==> config.mk <==
export PLATFORM = sky130hd
export DESIGN_NAME = ysyx_040066_mem_arbiter
export DESIGN_NICKNAME = d
export VERILOG_FILES = /design/src/rtl/ysyx_040066_mem_arbiter.sv
export SDC_FILE = /design/constraint.sdc
export NUM_CORES = 1
export LEC_CHECK = 0
export CORE_AREA = 2 2 201 203
export DETAILED_ROUTE_END_ITERATION = 7
export DIE_AREA = 0 0 203 205
export HOLD_SLACK_MARGIN = 0.03
export SLEW_MARGIN = 20
export SYNTH_ARGS = -nofsm -noshare
export SYNTH_HDL_FRONTEND = slang
export SYNTH_SLANG_ARGS = --single-unit
export TNS_END_PERCENT = 30
==> constraint.sdc <==
create_clock -name clk -period 3.01 [get_ports clk]
set_input_delay 0.602 -clock clk [delete_from_list [all_inputs] [get_ports clk]]
set_output_delay 0.602 -clock clk [all_outputs]
set_load 0.005 [all_outputs]
==> src/rtl/ysyx_040066_mem_arbiter.sv <==
// Shares one memory port between instruction fetch and data requesters.
// Optional round-robin arbitration is enabled by `YSYX_040066_ARB_RR_EN.
module ysyx_040066_mem_arbiter #(
  parameter int unsigned TIMEOUT = 255
) (
  input  logic        clk,
  input  logic        rst,
  input  logic        i_req,
  input  logic [63:0] i_addr,
  output logic        i_valid,
  output logic [31:0] i_rdata,
  output logic        i_error,
  input  logic        d_rd,
  input  logic        d_wr,
  input  logic [63:0] d_addr,
  input  logic [63:0] d_wdata,
  input  logic [7:0]  d_wmask,
  input  logic [2:0]  d_len,
  output logic        d_valid,
  output logic [63:0] d_rdata,
  output logic        d_error,
  output logic        m_req,
  output logic        m_wr,
  output logic [63:0] m_addr,
  output logic [63:0] m_wdata,
  output logic [7:0]  m_wmask,
  output logic [2:0]  m_len,
  input  logic        m_done,
  input  logic [63:0] m_rdata,
  input  logic        m_err
);

  typedef enum logic [1:0] {IDLE, IBUSY, DBUSY} state_t;

  localparam logic [7:0] TO_LAST = 8'(TIMEOUT - 1);

  state_t     state_reg;
  logic       lane_reg;
  logic       orphan_reg;
  logic [7:0] cnt_reg;
  logic       err_i_reg;
  logic       err_d_reg;

  logic d_req, d_bad, idle_arb, illegal, grant_d, grant_i;
  logic owner_req, live, i_done_ok, d_done_ok;
  logic unused_addr_bits;

  assign unused_addr_bits = ^i_addr[1:0];

  assign d_req    = d_rd | d_wr;
  assign d_bad    = d_rd & d_wr;
  // An error strobe is being presented this cycle; hold off arbitration so
  // the still-asserted request that earned it is not serviced twice.
  assign idle_arb = (state_reg == IDLE) && !err_i_reg && !err_d_reg;
  assign illegal  = idle_arb && d_bad;

`ifdef YSYX_040066_ARB_RR_EN
  logic last_d_reg;
  assign grant_d = idle_arb && d_req && !d_bad && (!i_req || !last_d_reg);
  assign grant_i = idle_arb && i_req && !d_bad && (!d_req || last_d_reg);
`else
  assign grant_d = idle_arb && d_req && !d_bad;
  assign grant_i = idle_arb && i_req && !d_req;
`endif

  // A same-cycle request drop counts as orphaned even before the flag lands.
  assign owner_req = (state_reg == IBUSY) ? i_req : d_req;
  assign live      = !orphan_reg && owner_req;
  assign i_done_ok = (state_reg == IBUSY) && m_done && live;
  assign d_done_ok = (state_reg == DBUSY) && m_done && live;

  always_comb begin
    i_valid = i_done_ok || err_i_reg;
    i_error = err_i_reg || (i_done_ok && m_err);
    i_rdata = 32'd0;
    if (i_done_ok) i_rdata = lane_reg ? m_rdata[63:32] : m_rdata[31:0];
    d_valid = d_done_ok || err_d_reg;
    d_error = err_d_reg || (d_done_ok && m_err);
    d_rdata = d_done_ok ? m_rdata : 64'd0;
  end

  always_ff @(posedge clk) begin
    if (!rst) begin
      state_reg  <= IDLE;
      lane_reg   <= 1'b0;
      orphan_reg <= 1'b0;
      cnt_reg    <= 8'd0;
      err_i_reg  <= 1'b0;
      err_d_reg  <= 1'b0;
      m_req      <= 1'b0;
      m_wr       <= 1'b0;
      m_addr     <= 64'd0;
      m_wdata    <= 64'd0;
      m_wmask    <= 8'd0;
      m_len      <= 3'd0;
`ifdef YSYX_040066_ARB_RR_EN
      last_d_reg <= 1'b0;
`endif
    end else begin
      err_i_reg <= 1'b0;
      err_d_reg <= 1'b0;
      case (state_reg)
        IDLE: begin
          if (illegal) begin
            err_d_reg <= 1'b1;
          end else if (grant_d) begin
            state_reg  <= DBUSY;
            m_req      <= 1'b1;
            m_wr       <= d_wr;
            m_addr     <= d_addr;
            m_wdata    <= d_wdata;
            m_wmask    <= d_wmask;
            m_len      <= d_len;
            cnt_reg    <= 8'd0;
            orphan_reg <= 1'b0;
`ifdef YSYX_040066_ARB_RR_EN
            last_d_reg <= 1'b1;
`endif
          end else if (grant_i) begin
            state_reg  <= IBUSY;
            m_req      <= 1'b1;
            m_wr       <= 1'b0;
            m_addr     <= {i_addr[63:3], 3'b000};
            m_wdata    <= 64'd0;
            m_wmask    <= 8'd0;
            m_len      <= 3'd2;
            lane_reg   <= i_addr[2];
            cnt_reg    <= 8'd0;
            orphan_reg <= 1'b0;
`ifdef YSYX_040066_ARB_RR_EN
            last_d_reg <= 1'b0;
`endif
          end
        end
        IBUSY, DBUSY: begin
          if (!owner_req) orphan_reg <= 1'b1;
          if (m_done) begin
            state_reg  <= IDLE;
            m_req      <= 1'b0;
            orphan_reg <= 1'b0;
          end else if (cnt_reg == TO_LAST) begin
            state_reg  <= IDLE;
            m_req      <= 1'b0;
            orphan_reg <= 1'b0;
            if (live && state_reg == IBUSY) err_i_reg <= 1'b1;
            if (live && state_reg == DBUSY) err_d_reg <= 1'b1;
          end else begin
            cnt_reg <= cnt_reg + 8'd1;
          end
        end
        default: state_reg <= IDLE;
      endcase
    end
  end

endmodule

Word level (Yosys, flattened, before mapping):

Cells that the tools add are included.

* add/sub/neg operators: 1
* eq/ne operators: 9
* multiplexer cells: 43
* bitwise logic cells: 7
* reduce and logical (&&, ||, !) cells: 36

Operators by type and width (count)
* two-way mux 64 bit: 5
* two-way mux 32 bit: 2
* two-way mux 8 bit: 6
* two-way mux 1 bit: 18
* logical AND 1 bit: 16
* one-hot mux 8 bit (2 select lines): 1
* AND reduction 4 bit: 3
* two-way mux 2 bit: 5
* adder 8 x 1 -> 8 bit (second input constant): 1
* == test 8 bit (second input constant): 1
* two-way mux 3 bit: 2
* inequality test 2 bit (second input constant): 3
* inequality test 3 bit (second input constant): 2
* one-hot mux 1 bit (2 select lines): 3
* AND reduction 3 bit: 2
* logical NOT 1 bit: 5
* inverter 1 bit: 5
* AND reduction 5 bit: 1
* logical OR 1 bit: 4
* inequality test 4 bit (second input constant): 1
* one-hot mux 2 bit (2 select lines): 1
* nonzero test 2 bit: 2
* OR reduction 4 bit: 1
* == test 2 x 1 -> 1 bit (second input constant): 1
* other kinds (5): 5

* register bits: 155
* input bits: 274
* output and inout bits: 241
* logic and storage cells: 108

Longest topological paths before layout:

Gate-level depths: netlist (run 1).

* depth in word-level cells: 9
* gate-level depth with buffers: 9

Worst setup path before layout (run 1):

OpenSTA, ideal clock, no wires.

* kind: reg2out
* start point: reg state_reg[1]
* end point: out d_rdata[23]
* arrival time: 1.784 ns
* required time: 2.408 ns
* path slack: 0.624 ns
* cell stages (with the launch flop): 8
* path buffers: 2
* cells stage by stage: dfxtp_1 > inv_1 > ha_1 > nor2b_1 > nor4b_1 > clkbuf_1 > clkbuf_1 > and3_1

* longest elaborated chain between the ends: 5
* elaborated cells on any way between the ends: 7

Ends and longest elaborated chain
* from (decl): line 37 `state_t state_reg;`
* from (signal assigned): line 84 `state_reg <= IDLE;`
* from (signal assigned): line 107 `state_reg <= DBUSY;`
* from (signal assigned): line 120 `state_reg <= IBUSY;`
* == test 2 x 1 -> 1 bit: line 67 `assign owner_req = (state_reg == IBUSY) ? i_req : d_req;`
* two-way mux 1 bit: line 67
* logical AND 1 bit: line 68 `assign live = !orphan_reg && owner_req;`
* logical AND 1 bit *: line 70 `assign d_done_ok = (state_reg == DBUSY) && m_done && live;`
* two-way mux 64 bit *: line 79 `d_rdata = d_done_ok ? m_rdata : 64'd0;`
* to (decl): line 20 `output logic [63:0] d_rdata,`

Every way passes the cells marked *; elsewhere a longest branch is shown, timed or not.

Worst setup path after layout (run 1):

* start point: in d_wr
* end point: out d_valid

* longest elaborated chain between the ends: 5

Ends and longest elaborated chain
* from (decl): line 14 `input logic d_wr,`
* bitwise OR 1 bit: line 50 `assign d_req = d_rd | d_wr;`
* two-way mux 1 bit: line 67
* logical AND 1 bit: line 68
* logical AND 1 bit: line 70
* logical OR 1 bit: line 77 `d_valid = d_done_ok || err_d_reg;`
* to (decl): line 19 `output logic d_valid,`

Every way passes these cells.

==> results of run 1 <==
cell families (layout without fill, tap and decap cells):
family,count (synthesis),in the layout
and+or+nand+nor,285,285
other,0,1
adders and majority gates,6,6
xor gates and xnor gates,1,1
DFF,155,155
buffers and inverters,84,585
AOI/OAI and AO/OA,179,179
muxes,94,94
cell usage after synthesis (all sizes together) (3+ instances only):
| cell | count | share of area |
|---|---|---|
| a211oi | 61 | 0.064 |
| a21oi | 5 | 0.0035 |
| a22oi | 78 | 0.082 |
| a31oi | 3 | 0.0026 |
| a32o | 4 | 0.0056 |
| and2 | 4 | 0.0035 |
| and3 | 65 | 0.057 |
| buf | 18 | 0.014 |
| clkbuf | 60 | 0.032 |
| dfxtp | 155 | 0.44 |
| ha | 6 | 0.011 |
| inv | 5 | 0.0026 |
| mux2i | 94 | 0.13 |
| nand2 | 8 | 0.0042 |
| nand3 | 7 | 0.0049 |
| nor2 | 180 | 0.095 |
| nor3 | 7 | 0.0049 |
| o211ai | 3 | 0.0032 |
| o21ai | 8 | 0.0056 |
| o21bai | 3 | 0.0032 |
power groups by stage:
stage                     logic [mW]  registers [mW]  clock network [mW]
after floorplan                 1.61            2.81                   0
after global placement          3.67            2.78                   0
after detailed placement        3.69            2.81                   0
after CTS                       3.77            2.77                2.51
after global routing            4.06            2.82                2.59
final                           3.73            2.77                2.41
per-layer routing:
layer / global-route usage / routed length (µm) / vias up
met3: 0.0434 / 2370 / 18
met1: 0.184 / 13400 / 3717
met4: 0.0441 / 399 / 2
met2: 0.232 / 15300 / 280
met5: 0 / 13 / -
li1: - / - / 3897
worst max-delay path: stages:
cell and delay (ps):
clkdlybuf4s50_1 440, nor3_2 290, nor4b_4 80, buf_6 160
buf_12 140, and2_1 150, or2_2 270, clkdlybuf4s15_1 220
repair_timing:
item / CTS / global route
setup buffers: 4 / 0
gates cloned: 2 / 0
pin swaps: 1 / 1
endpoints found under the setup margin: 66 / 46
resized for setup: 108 / 6
worst paths after layout:
check	from	end	slack [ps]
min reg2reg	m_len[1]$_SDFFE_PN0P_	m_len[1]$_SDFFE_PN0P_	460
max	d_wr	d_valid	50
max reg2reg	state_reg[0]$_SDFFE_PN0P_	m_wdata[30]$_SDFFE_PN0P_	600
min	m_len[1]$_SDFFE_PN0P_	m_len[1]$_SDFFE_PN0P_	460
area by class of cell:
type | instances | area (µm²)
clock inverter | 10 | 190
antenna | 1 | 2.50
clock buffer | 21 | 460
multi-input combinational | 565 | 3740
sequential | 155 | 3110
fill | 4030 | 25600
tap | 525 | 657
inverter | 6 | 25.0
timing repair buffer | 548 | 5560
cell usage in the layout, fill, tap and decap left out, drive strengths merged, types with 2 or more instances in the layout:
cell           count
a22oi             78
clkdlybuf4s15     15
a211oi            61
nand2b             2
clkbuf            21
mux2i             94
o21ai              8
dlygate4sd2       51
a31oi              3
nand2              8
buf               37
nor3b              2
nand4              2
nor3               7
clkinv             5
nor2             180
and2               4
o211ai             3
nor2b              2
nand3              7
dfxtp            155
a21oi              5
bufinv             5
a311oi             2
ha                 6
o21bai             3
clkdlybuf4s50    445
inv                6
a21o               2
and3              65
a32o               4
o31ai              2
==> results_dict.tcl, run 1 <==
set metrics [dict create \
    outcome "finished clean" \
    rsz0062_at_grt "true" \
    vias_per_cell 4.32 \
    grt_pass1_wl_um 46300 \
    reg2reg_depth 7 \
    critPathCaptureType "output pin" \
    place_ws_ps -282 \
    hold_path.class "flop to flop" \
    synth.mux.area_fraction 0.132 \
    first_pass_iters 5 \
    fin_ws_ps 49.7 \
    worstSkewPairLatency_ps 430 \
    synthAdderAreaFrac 0.0105 \
    finalInstanceArea_um2 13700 \
    finalSetupTns_ps 0 \
    cts_tree "built" \
    ys_seq_elements 155 \
    yosysWarnings 0 \
    irDropWorstVdd_uv 418 \
    syn_avg_cell_area_um2 8.86 \
    utilization 0.349 \
    wl_um 31500 \
    syn_inst 804 \
    slew_violations 0 \
    final_cell_count_no_fill 1831 \
    area_growth_pct 92.8 \
    start_util 0.181 \
    grt_start_max_net_pins 73 \
    cts_buffers 17 \
    intPower_mw 6.05 \
    yosys.area_share.simple 0.183 \
    grt_pass1_vias 7800 \
    maxCapViolCount 0 \
    holdBufCountCts 0 \
    async_reset_ff_frac 0 \
    dp_hpwl_um 23600 \
    clkTransAtPathRegs_ps 60 \
    p_seq_frac 0.310 \
    drive_gt1_frac 0.0736 \
    detail-route-antenna-nets 0 \
    core_um2 39400 \
    finalHoldWorstSlack_ps 455 \
    period_share 0.983 \
    pwr-share-clk 0.271 \
    switchingPower_mw 2.86 \
    cp_data_arrival_time_ps 2360 \
    synthesis.area_um2 7120 \
    synth_xor_area_frac 0.00123 \
    path_class "primary input to output pin" \
    power_frac_comb 0.419 \
    cts.sinks 155 \
    ys_types 45 \
    die_area_um2 41600 \
    skew_ps 8.25 \
    synth_top_family_by_area "compound AO/OA/AOI/OAI gates" \
    grt_util_all_layers 0.144 \
    die_y_um 205 \
    slew_headroom 0.613 \
    synth-edff-count 0 \
    layout_top_registers "m_addr x64, m_wdata x64" \
    num_io_pins 515 \
    gr-total-overflow 0 \
    placed_cell_area_um2 13000 \
    drc 0 \
    gp_congestion 0.826 \
    yosys_most_used_dff "dfxtp_1" \
    antenna_found_initial 2 \
    die_x_um 203 \
    start_kind "primary input" \
    dp_cells 1793 \
    worstPathRequired_ps 2410 \
    synth-compound-area-share 0.189 \
    finalSetupViolCount 0 \
    root_buffer "clkbuf_16" \
    hold_viol_final 0 \
    crit_fanout 5 \
    ys_seq_area_frac 0.436 \
    port_buffers 512 \
    p_per_area_nw_per_um2 649 \
    nets 1573 \
    htreeDepth 4 \
    period_needed_ps 2960 \
    rows 73 \
    clk_path_buf_depth 2 \
    wl_per_cell_um 17.2 \
    syn-num-nets 1084 \
    total_power_mw 8.91 \
    via_count 7914 \
    worst_pin_slew_ps 580 \
    switching_share 0.321 \
    hold-path-cell-count 2 \
    dr.first_iter.drc_count 431 \
    fmax_mhz 338 \
    cellLeakagePower_nw 5.82 \
]
(Power assumes the default switching activity.)
==> inputs of run 2 (changes only) <==
--- a/config.mk
+++ b/config.mk
@@ -9,6 +9,7 @@
 export DETAILED_ROUTE_END_ITERATION = 7
 export DIE_AREA = 0 0 203 205
 export HOLD_SLACK_MARGIN = 0.03
+export MAX_ROUTING_LAYER = met4
 export SLEW_MARGIN = 20
 export SYNTH_ARGS = -nofsm -noshare
 export SYNTH_HDL_FRONTEND = slang
==> run 2 against run 1 <==
Effect of this change:
- wire length down 0.14%
- largest power group unchanged
- combinational power about the same
- final area about the same
- clock power is essentially flat
- critical path depth did not move
==> results_dict.tcl, run 2 (synthesized netlist as in run 1, its figures left out) <==
set metrics [dict create \
    outcome "finished clean" \
    place_ws_ps -282 \
    grt_pass1_vias 7834 \
    root_buffer "clkbuf_16" \
    path_cells "clkdlybuf4s50_1 -> nor3_2 -> nor4b_4 -> buf_6 -> buf_12 -> and2_1 -> or2_2 -> clkdlybuf4s15_1" \
    regArea_um2 3110 \
    cellLeakagePower_nw 5.82 \
    fmax_mhz 338 \
    finalHoldWorstSlack_ps 455 \
    dr.first_iter.drc_count 503 \
    path_buf_inv 4 \
    multi_input_area_um2 3740 \
    busiest_layer "met2" \
    start_util 0.181 \
    crit_fanout 5 \
    total_power_mw 8.92 \
    gr-total-overflow 0 \
    antenna_found_initial 2 \
    cts_tree "built" \
    grtUsageMet2 0.231 \
    worst_pin_slew_ps 598 \
    cts_buffers 17 \
    start_kind "primary input" \
    finalSetupViolCount 0 \
    via_count 7938 \
    period_share 0.984 \
    die_x_um 203 \
    p_per_area_nw_per_um2 649 \
    worst_path_largest_cell_delay_ps 440 \
    skew_ps 11.9 \
    nets 1573 \
    path_class "primary input to output pin" \
    grt_util_all_layers 0.148 \
    rows 73 \
    wl_per_cell_um 17.1 \
    use_met1 0.188 \
    fin_ws_ps 49.0 \
    hold_path.class "flop to flop" \
    first_pass_iters 5 \
    worstPathRequired_ps 2410 \
    drive_gt1_frac 0.0736 \
    final_common_cell "clkdlybuf4s50_1" \
    gp_congestion 0.840 \
    grt_start_max_net_pins 73 \
    die_y_um 205 \
    slew_headroom 0.601 \
    detail-route-antenna-nets 0 \
    layout_common_cells "clkdlybuf4s50_1 (445), nor2_1 (179), dfxtp_1 (153)" \
    slew_violations 0 \
    htreeDepth 4 \
    wl_um 31400 \
    vias_per_cell 4.33 \
    critPathCaptureType "output pin" \
    irDropWorstVdd_uv 419 \
    clkTransAtPathRegs_ps 60 \
    worstSkewPairLatency_ps 440 \
    drc 0 \
    core_um2 39400 \
    holdBufCountCts 0 \
    rsz0062_at_grt "true" \
    dp_hpwl_um 23600 \
    layout_top_registers "m_addr x64, m_wdata x64" \
    use_met3 0.0369 \
    num_io_pins 515 \
    hold_viol_final 0 \
    cp_data_arrival_time_ps 2360 \
    period_needed_ps 2960 \
    critPathTopFamily "buffers and inverters" \
    clk_path_buf_depth 2 \
    crit_slowest_cell "clkdlybuf4s50_1" \
    fillers 4031 \
    maxCapViolCount 0 \
    port_buffers 512 \
    cts.sinks 155 \
    die_area_um2 41600 \
    grt_pass1_wl_um 46100 \
    area_growth_pct 92.9 \
]
==> run 2: changes by cell type in the layout (fill, tap and decap cells not counted), sizes merged <==
| cell | before | now |
|---|---|---|
| diode | 1 | 2 |
==> run 2: power by group <==
group / internal (mW) / switching, mW / total [mW]
combinational: 2.02 / 1.72 / 3.74
sequential: 2.51 / 0.255 / 2.77
clock: 1.52 / 0.898 / 2.41
==> run 2: repair_timing <==
item / CTS / global route
endpoints found under the setup margin: 66 / 45
cloned: 2 / 0
pin swaps: 1 / 1
resized for setup: 108 / 6
hold endpoints to repair: 0 / 0
buffers inserted: 4 / 0
==> run 2: path summary, 6_finish.rpt <==
path              slack, ps                       from  cells past startpoint                  endpoint
setup / recovery         50                       d_wr                      8                   d_valid
hold / removal          460      m_len[1]$_SDFFE_PN0P_                      2     m_len[1]$_SDFFE_PN0P_
setup reg to reg        600  state_reg[0]$_SDFFE_PN0P_                      7  m_wdata[30]$_SDFFE_PN0P_
hold reg to reg         460      m_len[1]$_SDFFE_PN0P_                      2     m_len[1]$_SDFFE_PN0P_
==> run 2: area by class of cell <==
class / count / share of cell area
clock buffers: 21 / 0.0335
clock inverters: 10 / 0.0138
flip-flops and latches: 155 / 0.226
multi-input cells: 565 / 0.272
repair buffers: 548 / 0.405
inverters: 6 / 0.00182
diodes: 2 / 0.000364
well taps: 525 / 0.0478
==> run 2: metrics by stage <==
| step | TNS, ps | util | cells | area (µm²) |
|---|---|---|---|---|
| floorplan | 0 | - | 804 | 7120 |
| global placement | -13160 | 0.330 | 1793 | 13000 |
| detailed placement | -13770 | 0.330 | 1793 | 13000 |
| CTS | -125 | 0.348 | 1830 | 13700 |
| global route | -114 | 0.349 | 1832 | 13700 |
| finish | 0 | 0.349 | 1832 | 13700 |
==> run 2: worst reg2reg max path, cell delays in order, from the launching register on <==
cell and delay [ps]:
dfxtp_1 370, inv_1 110, ha_1 330, or3b_1 430, or3_4 390, buf_4 290, a22oi_1 320, nor2_1 50
==> run 2: per-layer routing <==
metal	up-vias	part of all wire
met4	0	0.014
met3	26	0.065
met2	293	0.48
met5	-	0
li1	3899	-
met1	3720	0.44
